File: config.mk
export PLATFORM = sky130hd
export DESIGN_NAME = serial_frame_tx
export DESIGN_NICKNAME = d
export VERILOG_FILES = /design/src/rtl/serial_pkg.sv /design/src/rtl/bit_timer.sv /design/src/rtl/serial_frame_tx.sv
export SDC_FILE = /design/constraint.sdc
export NUM_CORES = 1
export LEC_CHECK = 0
export ABC_AREA = 1
export ABC_CLOCK_PERIOD_IN_PS = 2800
export CAP_MARGIN = 5
export CORE_ASPECT_RATIO = 0.75
export CORE_MARGIN = 2
export CORE_UTILIZATION = 57
export DETAILED_ROUTE_END_ITERATION = 16
export GPL_TIMING_DRIVEN = 0
export HOLD_SLACK_MARGIN = 0.03
export PLACE_DENSITY = 0.82
export SYNTH_ARGS = -nofsm -noshare
export SYNTH_HDL_FRONTEND = slang
export SYNTH_HIERARCHICAL = 1
export SYNTH_SLANG_ARGS = --single-unit
File: constraint.sdc
create_clock -name clk -period 2.8 [get_ports clk]
set_clock_uncertainty 0.2 [all_clocks]
set_input_delay 0.28 -clock clk [delete_from_list [all_inputs] [get_ports clk]]
set_output_delay 0.28 -clock clk [all_outputs]
set_load 0.02 [all_outputs]
File: src/rtl/serial_pkg.sv
// rtl/serial_pkg.sv - shared state encodings and line levels for the serial frame link
package serial_pkg;

    typedef enum logic [1:0] {
        IDLE  = 2'd0,
        START = 2'd1,
        DATA  = 2'd2,
        STOP  = 2'd3
    } tx_state_e;

    localparam logic IDLE_LVL  = 1'b1;
    localparam logic START_LVL = 1'b0;
    localparam logic STOP_LVL  = 1'b1;

    // A one-clock bit period still needs a 1-bit counter to keep widths legal.
    function automatic int cnt_width(input int n);
        return (n > 1) ? $clog2(n) : 1;
    endfunction

endpackage

File: src/rtl/bit_timer.sv
// rtl/bit_timer.sv - bit period timer, ticks on the last clock of each bit
module bit_timer
    import serial_pkg::*;
#(
    parameter int CLKS_PER_BIT = 4
) (
    input  logic clk,
    input  logic reset,
    input  logic i_clr,
    output logic o_tick
);

    localparam int             CW   = cnt_width(CLKS_PER_BIT);
    localparam logic [CW-1:0]  LAST = CW'(CLKS_PER_BIT - 1);

    logic [CW-1:0] cnt_q;
    logic [CW-1:0] cnt_d;

    assign o_tick = (cnt_q == LAST);

    always_comb begin
        cnt_d = cnt_q + 1'b1;
        if (i_clr || o_tick) begin
            cnt_d = '0;
        end
    end

    always_ff @(posedge clk or posedge reset) begin
        if (reset) begin
            cnt_q <= '0;
        end else begin
            cnt_q <= cnt_d;
        end
    end

endmodule

File: src/rtl/serial_frame_tx.sv
// rtl/serial_frame_tx.sv - parallel-in serial-out frame transmitter (start, LSB-first data, stop)
module serial_frame_tx
    import serial_pkg::*;
#(
    parameter int DATA_W       = 8,
    parameter int CLKS_PER_BIT = 4
) (
    input  logic              clk,
    input  logic              reset,
    input  logic [DATA_W-1:0] i_data,
    input  logic              i_valid,
    output logic              o_ready,
    output logic              o_tx,
    output logic              o_busy,
    output logic              o_done
);

    localparam int            BW       = $clog2(DATA_W + 1);
    localparam logic [BW-1:0] LAST_BIT = BW'(DATA_W - 1);

    tx_state_e         state_q;
    logic [DATA_W-1:0] shift_q;
    logic [DATA_W-1:0] shift_d;
    logic [BW-1:0]     bit_cnt_q;
    logic              tx_q;
    logic              busy_q;
    logic              done_q;
    logic              accept;
    logic              tick;

    assign o_ready = (state_q == IDLE);
    assign accept  = i_valid && o_ready;
    assign shift_d = shift_q >> 1;
    assign o_tx    = tx_q;
    assign o_busy  = busy_q;
    assign o_done  = done_q;

    // Clearing on accept aligns the first bit period with the start bit.
    bit_timer #(
        .CLKS_PER_BIT(CLKS_PER_BIT)
    ) u_bit_timer (
        .clk   (clk),
        .reset (reset),
        .i_clr (accept),
        .o_tick(tick)
    );

    always_ff @(posedge clk or posedge reset) begin
        if (reset) begin
            state_q   <= IDLE;
            shift_q   <= '0;
            bit_cnt_q <= '0;
            tx_q      <= IDLE_LVL;
            busy_q    <= 1'b0;
            done_q    <= 1'b0;
        end else begin
            done_q <= 1'b0;
            case (state_q)
                IDLE: begin
                    tx_q <= IDLE_LVL;
                    if (accept) begin
                        shift_q   <= i_data;
                        bit_cnt_q <= '0;
                        state_q   <= START;
                        tx_q      <= START_LVL;
                        busy_q    <= 1'b1;
                    end
                end
                START: begin
                    if (tick) begin
                        state_q <= DATA;
                        tx_q    <= shift_q[0];
                    end
                end
                DATA: begin
                    if (tick) begin
                        shift_q   <= shift_d;
                        bit_cnt_q <= bit_cnt_q + 1'b1;
                        if (bit_cnt_q == LAST_BIT) begin
                            state_q <= STOP;
                            tx_q    <= STOP_LVL;
                        end else begin
                            tx_q <= shift_d[0];
                        end
                    end
                end
                STOP: begin
                    if (tick) begin
                        state_q <= IDLE;
                        tx_q    <= IDLE_LVL;
                        busy_q  <= 1'b0;
                        done_q  <= 1'b1;
                    end
                end
                default: begin
                    state_q <= IDLE;
                    tx_q    <= IDLE_LVL;
                    busy_q  <= 1'b0;
                end
            endcase
        end
    end

endmodule

==> impl_metrics.env, run 1 <==
export IMPL_outcome="complete, no violations"
export IMPL_worstHoldStart="u_bit_timer/cnt_q[0]"
export IMPL_cp_max_fo=5
export IMPL_r2r_end="bit_cnt_q[0]"
export IMPL_grt_pass1_wl_mm=3.79
export IMPL_crit_chain="inv_1, ha_1, clkdlybuf4s50_1"
export IMPL_leakage_nw=0.648
export IMPL_yosysWarningCount=6
export IMPL_grt_max_degree=18
export IMPL_reg2reg_slack_ps=980
export IMPL_initial_core_util_pct=61.9
export IMPL_cpPeakStageDelay_ps=650
export IMPL_cp_end_kind="primary output"
export IMPL_num_vias=914
export IMPL_place_ws_ps=875
export IMPL_ys_types=21
export IMPL_wl_per_cell_um=12.8
export IMPL_crit_required_ps=2320
export IMPL_wl_mm=2.17
export IMPL_syn_area_per_cell_um2=8.57
export IMPL_drv_cap=0
export IMPL_final_antenna_net_count=0
export IMPL_synth_mux_area_fraction_pct=0
export IMPL_power_density_nw_per_um2=1130
export IMPL_synth_area_um2=1100
export IMPL_dpl_cell_area_um2=1260
export IMPL_dpl_cell_count=164
export IMPL_synth_fp_nets=146
export IMPL_min_path_cells=1
export IMPL_drive_above_1_share_pct=17.7
export IMPL_critPathArrivalTime_ps=1790
export IMPL_worstSetupPathType="register to primary output"
export IMPL_synthAdderAreaFrac_pct=7.98
export IMPL_die_x_um=54.7
export IMPL_gp_congestion=0.862
export IMPL_synth_xor_area_share_pct=0
export IMPL_drt_pre_antenna_iters=4
export IMPL_drv_slew=0
export IMPL_cpMaxStageDelayCell="clkdlybuf4s50_1"
export IMPL_holdPathEnd="u_bit_timer/cnt_q[0]"
export IMPL_drt_iter0_drc=41
export IMPL_synth_seq_cells=19
export IMPL_synth_edf_count=0
export IMPL_area_growth_pct=18.6
export IMPL_port_buffer_count=14
export IMPL_overflow=0
export IMPL_synth_cells=128
export IMPL_hold_class="register to register"
export IMPL_core_area_um2=1770
export IMPL_nets=166
export IMPL_cts_buffers=3
export IMPL_viasPerCell=5.41
export IMPL_setup_ws_ps=532
export IMPL_worst_hold_slack_ps=240
export IMPL_tritoncts="yes"
export IMPL_peakVddDrop_uv=758
export IMPL_tns_ps=0
export IMPL_seq_area_frac_synth_pct=43.4
export IMPL_timing_fmax_ghz=0.441
export IMPL_htree_levels=1
export IMPL_die_h_um=42.0
export IMPL_synthArstFlopShare_pct=100
export IMPL_worst_slew_pin_transition_ps=687
export IMPL_fp_row_count=13
export IMPL_synth_top_family_by_area="simple AND/OR/NAND/NOR gates"
export IMPL_synthFlopType="dfrtp_1"
export IMPL_postLayoutCoreUtil_pct=73.4
export IMPL_setup_viol=0
export IMPL_ios=15
export IMPL_track_usage_pct=22.5
export IMPL_drc=0
export IMPL_rr_worst_depth=7
export IMPL_maxSlewHeadroom_pct=54.2
export IMPL_path_clk_slew_ps=110
export IMPL_insertion_delay_ps=300
export IMPL_fin_crit_sh_pct=81.0
export IMPL_postLayoutCellArea_um2=1300
export IMPL_fill_cells=128
export IMPL_reg2reg_from="state_q[0]"
export IMPL_dieArea_um2=2300
export IMPL_cp_start_kind="register"
export IMPL_power_mw=1.47
export IMPL_hpwl_mm=1.66
export IMPL_synth_compound_area_share_pct=14.1
export IMPL_cts_root_buf="clkbuf_4"
export IMPL_crit_buf_inv=2
export IMPL_clockBufferDepth=2
export IMPL_clkSinkCount=19
export IMPL_rsz0062_at_grt="false"
export IMPL_antenna_found_initial=0
export IMPL_min_period_ps=2270
export IMPL_yosys_area_share_simple_pct=25.4
export IMPL_n_antenna_cell=0
export IMPL_crit_family="buffers and inverters"
export IMPL_fin_cells=169
export IMPL_grt_pass1_vias=911
export IMPL_hold_violations=0
==> power by group <==
| part | internal (mW) | total (mW) | leakage (nW) | switching [mW] |
|---|---|---|---|---|
| Clock | 0.0556 | 0.142 | 0.0150 | 0.0863 |
| Combinational | 0.361 | 0.866 | 0.393 | 0.505 |
| Sequential | 0.396 | 0.467 | 0.240 | 0.0706 |
==> worst max-delay path by stage <==
stage / slack (ps) / depth (start not counted) / from / to
6_report: 530 / 3 / state_q[1] / o_ready
5_1_grt: 430 / 3 / state_q[1] / o_ready
3_5_place_dp: 870 / 3 / state_q[0] / o_ready
2_1_floorplan: 1120 / 7 / state_q[0] / bit_cnt_q[2]
3_3_place_gp: 930 / 3 / state_q[0] / o_ready
4_1_cts: 520 / 3 / state_q[0] / o_ready
==> placed cells by master, fill, tap and decap left out, types with 6 or more instances in the layout <==
| cell type | n |
|---|---|
| nand2_1 | 29 |
| dfrtp_1 | 18 |
| inv_1 | 16 |
| clkdlybuf4s50_1 | 14 |
| o21ai_0 | 11 |
| nand3_1 | 9 |
| nor2_1 | 8 |
| o21ai_2 | 8 |
| ha_1 | 7 |
| or2_2 | 6 |
==> cells by family after synthesis <==
group	Yosys count
AO/OA/AOI/OAI	24
adder cells (fa/ha/maj)	7
buffers and inverters	19
flip-flops	19
AND/OR/NAND/NOR	59
==> per-layer routing <==
| metal | track usage [%] | up-vias | wire length [um] |
|---|---|---|---|
| li1 | - | 449 | - |
| met1 | 26.8 | 442 | 981 |
| met2 | 38.1 | 21 | 1080 |
| met3 | 7.86 | 2 | 90 |
| met4 | 5.00 | 0 | 13 |
| met5 | 0 | - | 0 |
==> cell usage after synthesis (2+ instances only) <==
library cell,n,share of area [%]
o21ai_0,11,5.0
nor2_1,8,2.7
nand3_1,9,4.1
ha_1,7,8.0
nand2_2,3,1.7
dfrtp_1,18,41
or2_2,6,3.4
o21ai_2,8,6.4
a21oi_1,2,0.91
nand2_1,29,9.9
inv_1,16,5.5
nand4_1,2,1.1
==> area by class of cell <==
cell class                 count  area (um^2)  share of cell area, %
inverter                      16         60.1                   4.62
timing repair buffer          15          150                   11.5
clock buffer                   4         26.3                   2.02
buffer                         3         38.8                   2.98
tap                           22         27.5                   2.12
multi-input combinational     90          522                   40.1
sequential                    19          477                   36.6
==> state kept, by name, summed over array words and instances (netlist names) <==
name	count
bit_cnt_q	4
o_busy	1
o_done	1
o_tx	1
shift_q	8
state_q	2
u_bit_timer/cnt_q	2
==> what timing repair did <==
item,in CTS,in global routing
gates resized for setup,0,0
setup buffers,0,0
hold buffers,1,0
hold endpoints to repair,2,0
No activity file was read; power rests on OpenSTA's default activity.
==> run 2, diff against run 1 <==
Settings changed: ABC_CLOCK_PERIOD_IN_PS 2800 to 1900, CORE_UTILIZATION 57 to 48, PLACE_DENSITY 0.82 to 0.74.
Clock period 2.8 ns to 1.9 ns, I/O delays scaled along.
==> impl_metrics.env, run 2 (synthesis gave the netlist of run 1 again) <==
export IMPL_outcome="complete, no violations"
export IMPL_cp_end_kind="primary output"
export IMPL_hold_violations=0
export IMPL_grt_pass1_wl_mm=3.73
export IMPL_drc=0
export IMPL_place_ws_ps=91.3
export IMPL_ff_latch_area_um2=477
export IMPL_final_common_cell="nand2_1"
export IMPL_hpwl_mm=1.61
export IMPL_worst_slew_pin_transition_ps=688
export IMPL_insertion_delay_ps=300
export IMPL_regMostFlops="shift_q"
export IMPL_post_cts_buffers=0
export IMPL_dieArea_um2=2690
export IMPL_dpl_cell_count=166
export IMPL_drive_above_1_share_pct=19.7
export IMPL_layout_common_cells="29 x nand2_1, 18 x dfrtp_1, 16 x inv_1"
export IMPL_nets=166
export IMPL_p_sw_share_pct=44.9
export IMPL_crit_buf_inv=1
export IMPL_die_x_um=59.2
export IMPL_leakage_nw=0.649
export IMPL_antenna_found_initial=0
export IMPL_postLayoutCellArea_um2=1300
export IMPL_track_usage_pct=19.0
export IMPL_final_antenna_net_count=0
export IMPL_ios=15
export IMPL_tns_ps=0
export IMPL_p_comb_share_pct=58.4
export IMPL_dpl_cell_area_um2=1270
export IMPL_worst_hold_slack_ps=280
export IMPL_setup_viol=0
export IMPL_initial_core_util_pct=52.6
export IMPL_die_h_um=45.4
export IMPL_grt_max_degree=18
export IMPL_port_buffer_count=14
export IMPL_htree_levels=1
export IMPL_cts_buffers=3
export IMPL_cp_max_fo=2
export IMPL_crit_chain="clkdlybuf4s50_1"
export IMPL_postLayoutCoreUtil_pct=62.5
export IMPL_num_vias=883
export IMPL_crit_required_ps=1510
export IMPL_crit_family="buffers and inverters"
export IMPL_n_antenna_cell=0
export IMPL_use_met1_pct=22.6
export IMPL_path_clk_slew_ps=110
export IMPL_drv_cap=0
export IMPL_rsz0062_at_grt="true"
export IMPL_drv_slew=0
export IMPL_top_regs="shift_q: 8 flops, bit_cnt_q: 4 flops"
export IMPL_p_int_mw=1.19
export IMPL_fp_row_count=14
export IMPL_min_period_ps=1830
export IMPL_gp_congestion=0.861
export IMPL_critPathArrivalTime_ps=1440
export IMPL_setup_ws_ps=68.3
export IMPL_timing_fmax_ghz=0.546
export IMPL_p_seq_share_pct=31.9
export IMPL_fin_cells=171
export IMPL_multi_input_area_um2=527
export IMPL_maxSlewHeadroom_pct=54.1
export IMPL_hold_class="register to register"
export IMPL_grt_use_met3_pct=5.97
export IMPL_top_usage_layer="met2"
export IMPL_tritoncts="yes"
export IMPL_worstSetupPathType="register to primary output"
export IMPL_cts_root_buf="clkbuf_4"
export IMPL_cpMaxStageDelayCell="clkdlybuf4s50_1"
export IMPL_cp_start_kind="register"
export IMPL_area_growth_pct=18.8
export IMPL_power_density_nw_per_um2=1660
export IMPL_clkPwrFrac_pct=9.7
export IMPL_clkSinkCount=19
export IMPL_power_mw=2.16
export IMPL_grt_pass1_vias=879
export IMPL_core_area_um2=2080
export IMPL_p_sw_uw=969
export IMPL_fill_cells=191
export IMPL_overflow=0
export IMPL_largest_reg_flops=8
export IMPL_peakVddDrop_uv=865
export IMPL_drt_iter0_drc=41
export IMPL_drt_pre_antenna_iters=4
export IMPL_fin_crit_sh_pct=96.4
export IMPL_wl_mm=2.13
export IMPL_use_met2_pct=32.7
export IMPL_cpPeakStageDelay_ps=590
export IMPL_clockBufferDepth=2
export IMPL_viasPerCell=5.16
export IMPL_wl_per_cell_um=12.4
==> run 2: worst min-delay path, delay by kind of cell, from the launching register on <==
family	cells	cell delay [ps]
flip-flops	1	390
AND/OR/NAND/NOR	2	110
==> run 2: repair_timing <==
action                     in CTS  in global routing
hold endpoints to repair        2                  0
setup endpoints to repair       1                  6
hold buffers                    1                  0
gates resized for setup         1                  4
==> run 2: area by class of cell <==
class / instances / share of cell area (%)
clock buffers: 4 / 2.02
repair buffers: 15 / 11.1
inverters: 16 / 4.61
well taps: 24 / 2.30
flip-flops and latches: 19 / 36.6
multi-input cells: 90 / 40.4
plain buffers: 3 / 2.98
==> run 2: routing by layer <==
layer  vias up  part of all wire [%]
met1       414                    46
met3         2                   4.6
li1        450                     -
met2        17                    49
met4         0                  0.89
met5         -                     0
==> run 2: final timing paths <==
kind | from | end | slack, ps | cells past startpoint
setup / recovery | o_tx | o_tx | 70 | 1
hold / removal | o_tx | o_tx | 280 | 2
setup reg to reg | state_q[0] | bit_cnt_q[2] | 130 | 8
hold reg to reg | o_tx | o_tx | 280 | 2
max in group asynchronous | reset | bit_cnt_q[3] | 390 | 3
min in group asynchronous | reset | u_bit_timer/cnt_q[1] | 410 | 3
==> run 2: power by group through the flow <==
stage | combinational [mW] | clock (mW) | sequential [mW]
2_1_floorplan | 0.958 | 0 | 0.699
3_3_place_gp | 1.23 | 0 | 0.686
3_5_place_dp | 1.26 | 0 | 0.697
4_1_cts | 1.26 | 0.219 | 0.688
5_1_grt | 1.44 | 0.229 | 0.710
6_report | 1.26 | 0.209 | 0.688
==> run 3, diff against run 2 <==
Settings changed: CORE_UTILIZATION 48 to 25, PLACE_DENSITY 0.74 to unset, REMOVE_ABC_BUFFERS set to 1, SKIP_LAST_GASP set to 1.
==> impl_metrics.env, run 3 (synthesis gave the netlist of run 1 again) <==
export IMPL_critPathArrivalTime_ps=1470
export IMPL_leakage_nw=0.637
export IMPL_tritoncts="yes"
export IMPL_outcome="complete, no violations"
export IMPL_setup_viol=0
export IMPL_cts_buffers=3
export IMPL_hpwl_mm=1.58
export IMPL_largest_reg_flops=8
export IMPL_top_layer_used="met4"
export IMPL_antenna_found_initial=0
export IMPL_path_clk_slew_ps=70
export IMPL_htree_levels=1
export IMPL_wl_mm=2.10
export IMPL_die_x_um=80.5
export IMPL_drv_slew=0
export IMPL_worstSetupPathType="register to primary output"
export IMPL_dpl_cell_count=194
export IMPL_track_usage_pct=9.81
export IMPL_n_antenna_cell=0
export IMPL_drive_above_1_share_pct=16.7
export IMPL_cts_root_buf="clkbuf_8"
export IMPL_crit_required_ps=1510
export IMPL_grt_max_degree=20
export IMPL_overflow=0
export IMPL_drt_pre_antenna_iters=4
export IMPL_fin_crit_sh_pct=97.7
export IMPL_grt_pass1_vias=801
export IMPL_insertion_delay_ps=260
export IMPL_clockBufferDepth=2
export IMPL_peakVddDrop_uv=514
export IMPL_cp_start_kind="register"
export IMPL_layout_common_cells="29 x nand2_1, 18 x dfrtp_1, 16 x inv_1"
export IMPL_drt_iter0_drc=37
export IMPL_clkPwrFrac_pct=13.6
export IMPL_p_sw_uw=945
export IMPL_num_vias=819
export IMPL_gp_congestion=0.795
export IMPL_wl_per_cell_um=10.6
export IMPL_p_seq_share_pct=32.7
export IMPL_p_int_mw=1.18
export IMPL_cp_max_fo=5
export IMPL_cp_end_kind="primary output"
export IMPL_fp_row_count=20
export IMPL_min_period_ps=1860
export IMPL_met1_length_mm=1.11
export IMPL_timing_fmax_ghz=0.539
export IMPL_power_density_nw_per_um2=1590
export IMPL_initial_core_util_pct=26.6
export IMPL_tns_ps=0
export IMPL_power_mw=2.13
export IMPL_route_met2_wl_um=886
export IMPL_die_h_um=61.4
export IMPL_area_growth_pct=21.6
export IMPL_nets=163
export IMPL_rsz0062_at_grt="true"
export IMPL_drv_cap=0
export IMPL_met3_length_um=92
export IMPL_ios=15
export IMPL_port_buffer_count=14
export IMPL_p_comb_share_pct=53.7
export IMPL_top_regs="shift_q: 8 flops, bit_cnt_q: 4 flops"
export IMPL_clkSinkCount=19
export IMPL_regMostFlops="shift_q"
export IMPL_hold_class="register to register"
export IMPL_p_sw_share_pct=44.5
export IMPL_hold_violations=0
export IMPL_worst_slew_pin_transition_ps=673
export IMPL_final_common_cell="nand2_1"
export IMPL_post_cts_buffers=0
export IMPL_viasPerCell=4.12
export IMPL_grt_pass1_wl_mm=3.59
export IMPL_dieArea_um2=4940
export IMPL_drc=0
export IMPL_maxSlewHeadroom_pct=55.1
export IMPL_fin_cells=199
export IMPL_final_antenna_net_count=0
export IMPL_core_area_um2=4130
run 3: path summary, 6_finish.rpt:
kind                                      startpoint                   end  cells after the start  slack (ps)
worst max-delay path                      state_q[0]               o_ready                      3          40
max in group asynchronous                      reset            state_q[1]                      3         340
worst max register to register            state_q[0]          bit_cnt_q[0]                      7         110
min in group asynchronous                      reset  u_bit_timer/cnt_q[0]                      3         480
worst min-delay path            u_bit_timer/cnt_q[0]  u_bit_timer/cnt_q[0]                      1         240
worst min register to register  u_bit_timer/cnt_q[0]  u_bit_timer/cnt_q[0]                      1         240
run 3: power by group through the flow:
stage / Sequential, mW / Combinational [mW] / Clock, mW
2_1_floorplan: 0.699 / 0.847 / 0
3_3_place_gp: 0.692 / 1.13 / 0
3_5_place_dp: 0.701 / 1.15 / 0
4_1_cts: 0.696 / 1.16 / 0.297
5_1_grt: 0.720 / 1.31 / 0.312
6_report: 0.694 / 1.14 / 0.289
run 3: routing by layer:
layer,up-vias,global-route usage [%]
li1,441,-
met1,364,13.0
met2,12,15.4
met3,2,3.52
met4,0,2.91
met5,-,0
run 3: what timing repair did:
| action | 4_1_cts | 5_1_grt |
|---|---|---|
| endpoints found under the setup margin | 15 | 6 |
| endpoints found under the hold margin | 2 | 0 |
| gates resized for setup | 3 | 0 |
| hold buffers | 1 | 0 |
run 3: worst max-delay path, cell delays in order, from the launching register on:
cell and delay (ps):
dfrtp_1 420, inv_1 150, ha_1 270, dlygate4sd2_1 360
run 3: per-stage QoR:
step           setup slack (ps)  cell area (um^2)  util, %  hold slack [ps]
3_3_place_gp               -191              1270     30.7              188
2_1_floorplan               129              1060        -             -269
3_5_place_dp               -192              1270     30.7              195
5_1_grt                   -62.0              1330     32.3              296
4_1_cts                    35.1              1330     32.3              252
6_report                   44.6              1330     32.3              244
run 3: area by class of cell:
| class | count | area, um^2 |
|---|---|---|
| Clock buffer | 4 | 45.0 |
| Inverter | 16 | 60.1 |
| Multi-Input combinational cell | 90 | 534 |
| Tap cell | 55 | 68.8 |
| Timing Repair Buffer | 15 | 149 |
| Fill cell | 449 | 2800 |
| Sequential cell | 19 | 477 |
